--- src/rtl/fifo_ctrl_pkg.sv ---
// Shared encodings for the FIFO access controller: FSM states, requester IDs
// and the round-robin successor function.
package fifo_ctrl_pkg;

  typedef enum logic [1:0] {
    ST_IDLE  = 2'd0,
    ST_ISSUE = 2'd1,
    ST_WAIT  = 2'd2,
    ST_DONE  = 2'd3
  } state_t;

  localparam logic [1:0] ID_W0 = 2'd0;
  localparam logic [1:0] ID_W1 = 2'd1;
  localparam logic [1:0] ID_RD = 2'd2;

  // Order is W0 -> W1 -> RD -> W0.
  function automatic logic [1:0] rr_next(input logic [1:0] id);
    return (id == ID_RD) ? ID_W0 : id + 2'd1;
  endfunction

endpackage

--- src/rtl/fifo_access_ctrl_rr_arbiter3.sv ---
// Three-way round-robin arbiter: combinational grant from the eligible vector,
// priority pointer moves past the winner only when i_grant_en is strobed.
module rr_arbiter3
  import fifo_ctrl_pkg::*;
(
  input  logic       i_clk,
  input  logic       i_rst,
  input  logic [2:0] i_elig,
  input  logic       i_grant_en,
  output logic [2:0] o_grant,
  output logic [1:0] o_grant_id
);

  logic [1:0] r_last;
  logic [1:0] w_c0;
  logic [1:0] w_c1;
  logic [1:0] w_c2;
  logic [3:0] w_elig;

  always_comb begin
    w_elig     = {1'b0, i_elig};
    w_c0       = rr_next(r_last);
    w_c1       = rr_next(w_c0);
    w_c2       = rr_next(w_c1);
    o_grant_id = w_c0;
    o_grant    = 3'b000;
    if (w_elig[w_c0]) begin
      o_grant_id = w_c0;
    end else if (w_elig[w_c1]) begin
      o_grant_id = w_c1;
    end else if (w_elig[w_c2]) begin
      o_grant_id = w_c2;
    end
    if (|i_elig) begin
      o_grant = 3'b001 << o_grant_id;
    end
  end

  // Resetting to RD as "last granted" gives W0 first priority.
  always_ff @(posedge i_clk or posedge i_rst) begin
    if (i_rst) begin
      r_last <= ID_RD;
    end else if (i_grant_en && (|i_elig)) begin
      r_last <= o_grant_id;
    end
  end

endmodule

--- src/rtl/fifo_access_ctrl.sv ---
// Serializes two byte writers and one reader onto a shared FIFO with a
// round-robin grant; one operation in flight, ack on completion, drop on reject.
module fifo_access_ctrl
  import fifo_ctrl_pkg::*;
#(
  parameter int DATA_WIDTH = 8
) (
  input  logic                  i_clock,
  input  logic                  i_reset,
  input  logic [1:0]            i_wr_req,
  input  logic [DATA_WIDTH-1:0] i_wr_data0,
  input  logic [DATA_WIDTH-1:0] i_wr_data1,
  output logic [1:0]            o_wr_ack,
  input  logic                  i_rd_req,
  output logic [DATA_WIDTH-1:0] o_rd_data,
  output logic                  o_rd_ack,
  output logic                  o_drop,
  output logic                  o_fifo_push,
  output logic                  o_fifo_pop,
  output logic [DATA_WIDTH-1:0] o_fifo_data_in,
  input  logic [DATA_WIDTH-1:0] i_fifo_data_out,
  input  logic                  i_fifo_empty,
  input  logic                  i_fifo_full,
  input  logic                  i_fifo_busy
);

  state_t                r_state;
  state_t                w_next;
  logic [1:0]            r_id;
  logic [1:0]            w_grant_id;
  logic [2:0]            w_elig;
  logic [2:0]            w_grant;
  logic                  w_grant_en;
  logic                  w_is_rd;
  logic                  r_seen_busy;
  logic                  r_drop;
  logic [DATA_WIDTH-1:0] r_data_in;
  logic [DATA_WIDTH-1:0] r_rd_cap;
  logic [DATA_WIDTH-1:0] r_rd_data;
  logic                  w_push;
  logic                  w_pop;
  logic [1:0]            w_wr_ack;
  logic                  w_rd_ack;
  logic                  w_reject;
  logic                  w_complete;

  // Full gates only writers, empty gates only the reader.
  assign w_elig     = {i_rd_req & ~i_fifo_empty, i_wr_req & {2{~i_fifo_full}}};
  assign w_grant_en = (r_state == ST_IDLE) && !i_fifo_busy && (|w_grant);
  assign w_is_rd    = (r_id == ID_RD);

  rr_arbiter3 u_arb (
    .i_clk      (i_clock),
    .i_rst      (i_reset),
    .i_elig     (w_elig),
    .i_grant_en (w_grant_en),
    .o_grant    (w_grant),
    .o_grant_id (w_grant_id)
  );

  always_ff @(posedge i_clock or posedge i_reset) begin
    if (i_reset) begin
      r_state <= ST_IDLE;
    end else begin
      r_state <= w_next;
    end
  end

  always_comb begin
    w_next     = r_state;
    w_push     = 1'b0;
    w_pop      = 1'b0;
    w_wr_ack   = 2'b00;
    w_rd_ack   = 1'b0;
    w_reject   = 1'b0;
    w_complete = 1'b0;
    case (r_state)
      ST_IDLE: begin
        if (w_grant_en) begin
          w_next = ST_ISSUE;
        end
      end
      ST_ISSUE: begin
        w_push = !w_is_rd;
        w_pop  = w_is_rd;
        w_next = ST_WAIT;
      end
      ST_WAIT: begin
        // A FIFO that never raises busy has refused the command.
        if (!i_fifo_busy) begin
          if (r_seen_busy) begin
            w_complete = 1'b1;
            w_next     = ST_DONE;
          end else begin
            w_reject = 1'b1;
            w_next   = ST_IDLE;
          end
        end
      end
      ST_DONE: begin
        if (w_is_rd) begin
          w_rd_ack = 1'b1;
        end else if (r_id == ID_W1) begin
          w_wr_ack = 2'b10;
        end else begin
          w_wr_ack = 2'b01;
        end
        w_next = ST_IDLE;
      end
      default: begin
        w_next = ST_IDLE;
      end
    endcase
  end

  always_ff @(posedge i_clock or posedge i_reset) begin
    if (i_reset) begin
      r_id        <= ID_W0;
      r_data_in   <= '0;
      r_rd_cap    <= '0;
      r_rd_data   <= '0;
      r_seen_busy <= 1'b0;
      r_drop      <= 1'b0;
    end else begin
      r_drop <= w_reject;
      if (w_grant_en) begin
        r_id <= w_grant_id;
        if (w_grant[0] || w_grant[1]) begin
          r_data_in <= w_grant[1] ? i_wr_data1 : i_wr_data0;
        end
      end
      // Head byte is sampled in the pop cycle, before the FIFO advances.
      if (r_state == ST_ISSUE) begin
        r_seen_busy <= 1'b0;
        if (w_is_rd) begin
          r_rd_cap <= i_fifo_data_out;
        end
      end else if ((r_state == ST_WAIT) && i_fifo_busy) begin
        r_seen_busy <= 1'b1;
      end
      if (w_complete && w_is_rd) begin
        r_rd_data <= r_rd_cap;
      end
    end
  end

  assign o_fifo_push    = w_push;
  assign o_fifo_pop     = w_pop;
  assign o_fifo_data_in = r_data_in;
  assign o_wr_ack       = w_wr_ack;
  assign o_rd_ack       = w_rd_ack;
  assign o_rd_data      = r_rd_data;
  assign o_drop         = r_drop;

endmodule

--- config.mk ---
export PLATFORM = sky130hd
export DESIGN_NAME = fifo_access_ctrl
export DESIGN_NICKNAME = d
export VERILOG_FILES = /design/src/rtl/fifo_ctrl_pkg.sv /design/src/rtl/fifo_access_ctrl_rr_arbiter3.sv /design/src/rtl/fifo_access_ctrl.sv
export SDC_FILE = /design/constraint.sdc
export NUM_CORES = 1
export LEC_CHECK = 0
export ABC_AREA = 1
export CORE_MARGIN = 10
export CORE_UTILIZATION = 46
export CTS_CLUSTER_DIAMETER = 40
export DETAILED_ROUTE_END_ITERATION = 10
export PLACE_DENSITY_LB_ADDON = 0.2
export SYNTH_ARGS = -nofsm -noshare
export SYNTH_HDL_FRONTEND = slang
export SYNTH_HIERARCHICAL = 1
export SYNTH_SLANG_ARGS = --single-unit
--- constraint.sdc ---
create_clock -name i_clock -period 4.3 [get_ports i_clock]
set_clock_uncertainty 0.05 [all_clocks]
set_input_delay 1.075 -clock i_clock [delete_from_list [all_inputs] [get_ports i_clock]]
set_output_delay 1.075 -clock i_clock [all_outputs]
set_load 0.02 [all_outputs]
-- Word-level counts from Yosys, hierarchy flattened
Index checks and enable logic that the tools add are counted.
- output and inout port bits: 22
- register bits: 32
- input bits: 32
- bitwise gates (word level): 4
- $add $sub $neg: 3
- shift-type cells: 1
- reductions and logical operators: 15
- eq/ne operators: 10
- muxes and demuxes: 33
- order comparisons: 3
- operators by type and width (cell ; count):
    $mux W2 ; 12
    $mux W1 ; 15
    $eq A2 B2 Y1 const B ; 6
    $lt A2 B3 Y1 const B ; 3
    $mux W8 ; 1
    $pmux W2 S4 ; 1
    $add A2 B1 Y2 const B ; 3
    $bmux W1 S2 ; 3
    $reduce_and A2 Y1 ; 3
    $reduce_or A3 Y1 ; 2
    $logic_and A1 B1 Y1 ; 5
    $eq A2 B1 Y1 const B ; 2
    $mux W3 ; 1
    $shl A1 B2 Y3 const A ; 1
    $and A2 B2 Y2 ; 1
    $logic_not A1 Y1 ; 2
    $logic_not A2 Y1 ; 1
    $ne A2 B1 Y1 const B ; 1
    $ne A2 B2 Y1 const B ; 1
    $not A1 Y1 ; 2
    $reduce_bool A2 Y1 ; 1
    $and A1 B1 Y1 ; 1
    $logic_or A1 B1 Y1 ; 1

-- Depth between registers and ports, before layout
- depth after elaboration: 17
- gate-level depth with buffers: 18
- mapped depth without buffers: 18

-- Cells and area by module
The synthesis kept the hierarchy.
- by module, submodules not included (module ; seq. area each (um^2) ; times used ; cells an instance ; area each (um^2)):
    fifo_access_ctrl ; 750.7 ; 1 ; 183 ; 1426.4
    rr_arbiter3 ; 51.3 ; 1 ; 47 ; 255.2

-- Worst setup path before layout
Ideal clock, no wire load.
- path kind: input -> register
- start point: in i_rd_req
- end point: reg u_arb.r_last[0]
- data required time: 4.134 ns
- buffers on the path: 1
- setup time: 0.116 ns
- stages: 16
- slack: 1.628 ns
- arrival time: 2.505 ns
- cell sequence: inv_1 > nor2_1 > nand3_2 > nand3_1 > nor2_2 > o21ai_2 > a21oi_1 > buf_2 > nor2_2 > nand2_1 > nand2_1 > inv_1 > nand2_1 > inv_1 > nand2_1 > nand2_1
- longest elaborated chain between the ends: 11
- elaborated cells on any way between the ends: 16
- RTL lines (what ; RTL line ; source):
    from (decl) ; fifo_access_ctrl.sv:14 ; input logic i_rd_req,
    $and A1 B1 Y1 * ; fifo_access_ctrl.sv:48 ; assign w_elig = {i_rd_req & ~i_fifo_empty, i_wr_req & {2{~i_fifo_full}}};
    net w_elig[2] ; fifo_access_ctrl.sv:31 ; logic [2:0] w_elig;
    $bmux W1 S2 ; fifo_access_ctrl_rr_arbiter3.sv:31 ; end else if (w_elig[w_c2]) begin
    $mux W1 (not written as such) ; fifo_access_ctrl_rr_arbiter3.sv:31 ;
    $mux W2 ; fifo_access_ctrl_rr_arbiter3.sv:31 ;
    $mux W2 ; fifo_access_ctrl_rr_arbiter3.sv:29 ; end else if (w_elig[w_c1]) begin
    $mux W2 ; fifo_access_ctrl_rr_arbiter3.sv:27 ; if (w_elig[w_c0]) begin
    $shl A1 B2 Y3 ; fifo_access_ctrl_rr_arbiter3.sv:35 ; o_grant = 3'b001 << o_grant_id;
    $mux W3 * ; fifo_access_ctrl_rr_arbiter3.sv:34 ; if (|i_elig) begin
    net w_grant[1] ; fifo_access_ctrl.sv:32 ; logic [2:0] w_grant;
    $reduce_or A3 Y1 * ; fifo_access_ctrl.sv:49 ; assign w_grant_en = (r_state == ST_IDLE) && !i_fifo_busy && (|w_grant);
    $logic_and A1 B1 Y1 * ; fifo_access_ctrl.sv:49 ;
    net w_grant_en ; fifo_access_ctrl.sv:33 ; logic w_grant_en;
    $logic_and A1 B1 Y1 * ; fifo_access_ctrl_rr_arbiter3.sv:43 ; end else if (i_grant_en && (|i_elig)) begin
    to (signal assigned) ; fifo_access_ctrl_rr_arbiter3.sv:44 ; r_last <= o_grant_id;
    to (decl) ; fifo_access_ctrl_rr_arbiter3.sv:14 ; logic [1:0] r_last;
Mark *: on every way through the listed nets, which the timed path passes. The rest lies on a longest branch. The select of a mux whose other input is x is not followed.
A chain may end at the register's enable or synchronous reset.

-- Worst setup path after layout
- start point: reg r_id[0]
- end point: out o_fifo_pop
- longest elaborated chain between the ends: 2
- RTL lines (what ; RTL line ; source):
    from (decl) ; fifo_access_ctrl.sv:29 ; logic [1:0] r_id;
    from (signal assigned) ; fifo_access_ctrl.sv:127 ; r_id <= w_grant_id;
    $eq A2 B2 Y1 ; fifo_access_ctrl.sv:50 ; assign w_is_rd = (r_id == ID_RD);
    $mux W1 ; fifo_access_ctrl.sv:77 ; case (r_state)
    to (decl) ; fifo_access_ctrl.sv:19 ; output logic o_fifo_pop,
No other way between the ends.

==> metrics.yaml <==
flow_run:
  maxCapViolCount: 0
die:
  core_area_sq_um: 3440
  die-area_sq_um: 6470
  initial_core_util_pct: 48.9
  rows: 21
  io_pins: 54
  die_h_um: 80.5
  die_w_um: 80.5
grt:
  grt_pass1_wl_um: 7010
  grt.total_usage_pct: 13.5
  antenna_found_initial: 0
  gr-total-overflow: 0
  grt_max_degree: 31
  grt_pass1_vias: 1551
timing:
  slew_violations: 0
  fmax_mhz: 321
  setup_viol: 0
  fin_crit_sh_pct: 72.5
  period_minus_slack_ns: 3.12
  rsz0062_at_grt: "false"
  fin_tns_setup_ns: 0
  tightest_slew_ns: 0.382
  slew_headroom_pct: 74.5
  hold_violations: 0
yosys:
  synth_xor_area_share_pct: 0
  synth_ff_type: "dfrtp_1"
  synth_compound_area_share_pct: 4.39
  synth_top_area_share_pct: 46.1
  synthSimpleGateAreaFrac_pct: 39.0
  synth.mux.area_fraction_pct: 0
  syn_nets: 264
  syn-cell-area_sq_um: 1680
  syn_inst: 230
  synth_cell_types: 20
  ys_ff_latch: 32
  synth_fa_ha_area_share_pct: 1.49
  syn_area_per_cell_sq_um: 7.31
  postSynth.asyncResetShare_pct: 100
  synth-edff-count: 0
  yosysWarnings: 6
  synth_top_family_by_area: "simple AND/OR/NAND/NOR gates"
  synth_top_cell_by_area: "dfrtp_1"
  yosysSeqAreaShare_pct: 47.7
  synth_area_leaders: "dfrtp_1, nand2_1, nand3_1, inv_1, nand2_2"
worst_setup_path:
  crit_required_ns: 3.17
  r2r_start: "u_arb/r_last[1]"
  crit_path_start_kind: "flip-flop"
  path_max_fanout: 9
  reg2reg_depth: 16
  rr_endpoint: "u_arb/r_last[0]"
  critPathArrivalTime_ns: 1.99
  cp-end-kind: "output port"
  crit_type: "flip-flop to output port"
  ff2ff_setup_slack_ns: 2.08
cts:
  ctsResizeCount: 0
  postCtsSetupBuffers: 0
  clockBufferDepth: 2
  clk_pin_slew_ns: 0.06
  cts_root_buf: "clkbuf_8"
  cts-buffers-inserted: 5
  clkLatencyLatePin_ns: 0.29
  cts_tree: "yes"
  cts_hold_buf: 0
  cts_max_level: 2
  cts_num_sinks: 32
worst_hold_path:
  holdPathEnd: "o_fifo_data_in[5]"
  hold_class: "flip-flop to flip-flop"
  hold_depth: 2
  holdCritStartpoint: "o_fifo_data_in[5]"
layout:
  syn_to_final_growth_pct: 40.6
  drive_above_1_share_pct: 11.4
  insertedDiodeCount: 0
  fin_nets: 323
  multi_input_area_sq_um: 754
  finish.instance_area_sq_um: 2360
  seq_area_sq_um: 802
  fill_cells: 304
  layout_commonest_cell: "nand2_1"
  layout_common_cells: "nand2_1, clkdlybuf4s50_1, dfrtp_1"
detailed_routing:
  drt-total-wl_um: 4170
  drt-wirelength-per-cell_um: 12.4
  ant_nets: 0
  drt_iter0_markers: 107
  drc: 0
  viasPerCell: 4.75
  dr.pass1.iters: 4
  top_layer: "met4"
  vias: 1595
  wl_met2_um: 1890
  routed-wl-met3_um: 378
  wl_met1_um: 1840
place:
  postPlaceCellArea_sq_um: 2260
  gp_congestion: 0.812
  io_buffers: 53
  dp_hpwl_um: 3120
power_and_ir_drop:
  ir_drop_mv: 0.345
  powerDensity_nw_per_um2: 653
  p_total_mw: 1.54
  p_leak_nw: 1.23
run_status:
  status: "finished, final reports clean"
-- sequential cells by signal, indices dropped and copies added (netlist names) --
name            count
o_fifo_data_in      8
o_rd_data           8
r_rd_cap            8
r_id                2
r_state             2
u_arb/r_last        2
o_drop              1
r_seen_busy         1
-- Yosys cell counts, types with 2 or more instances --
library cell and n:
a21oi_1 3, buf_6 2, dfrtp_1 31, ha_1 2, inv_1 20, inv_2 6, nand2_1 110, nand2_2 8
nand3_1 16, nand3_2 2, nor2_1 9, nor2_2 4, nor2_4 2, o21ai_1 9
-- power breakdown --
group	leakage, nW	switching [mW]	internal [mW]
sequential	0.400	0.0899	0.437
clock	0.0552	0.111	0.172
combinational	0.773	0.437	0.296
-- worst max path at each step --
stage	end	cells past startpoint	slack (ns)	start
floorplan	u_arb/r_last[0]	16	1.63	i_rd_req
global placement	u_arb/r_last[0]	17	1.06	i_rd_req
detailed placement	u_arb/r_last[0]	17	0.97	i_rd_req
CTS	o_fifo_pop	5	1.16	r_id[0]
global route	u_arb/r_last[0]	16	0.98	i_wr_req[1]
finish	o_fifo_pop	5	1.18	r_id[0]
-- routing by layer --
metal	track usage (%)	vias up
li1	-	824
met1	15.9	712
met2	21.3	52
met3	5.79	7
met4	5.28	0
met5	0	-
-- per-stage QoR --
stage,cells,hold slack [ns],worst slack (ns),utilization [%]
after CTS,336,0.423,1.16,68.7
after global placement,328,0.405,1.06,65.6
after global routing,336,0.448,0.981,68.7
after detailed placement,328,0.408,0.972,65.6
final,336,0.425,1.18,68.7
after floorplan,230,0.399,1.63,-
-- kinds of logic (layout without fill, tap and decap cells) --
family | count (synthesis) | in the layout
AO/OA/AOI/OAI | 14 | 14
adder cells (fa/ha/maj) | 2 | 2
buffers and inverters | 29 | 89
flip-flops | 32 | 32
AND/OR/NAND/NOR | 153 | 153
-- area by class of cell --
| type | instances | share of cell area, % |
|---|---|---|
| clock buffers | 6 | 3.07 |
| clock inverters | 2 | 1.48 |
| inverters | 26 | 4.13 |
| multi-input cells | 169 | 31.9 |
| flip-flops and latches | 32 | 33.9 |
| well taps | 46 | 2.43 |
| repair buffers | 55 | 23.1 |
-- worst max-delay path, cell delays in order, from the launching register on --
cell and delay [ns]:
dfrtp_1 0.40, inv_1 0.07, ha_1 0.25, nand2_2 0.17, inv_2 0.18, clkdlybuf4s50_1 0.64
Note: power is estimated with default switching activity, not from simulation.
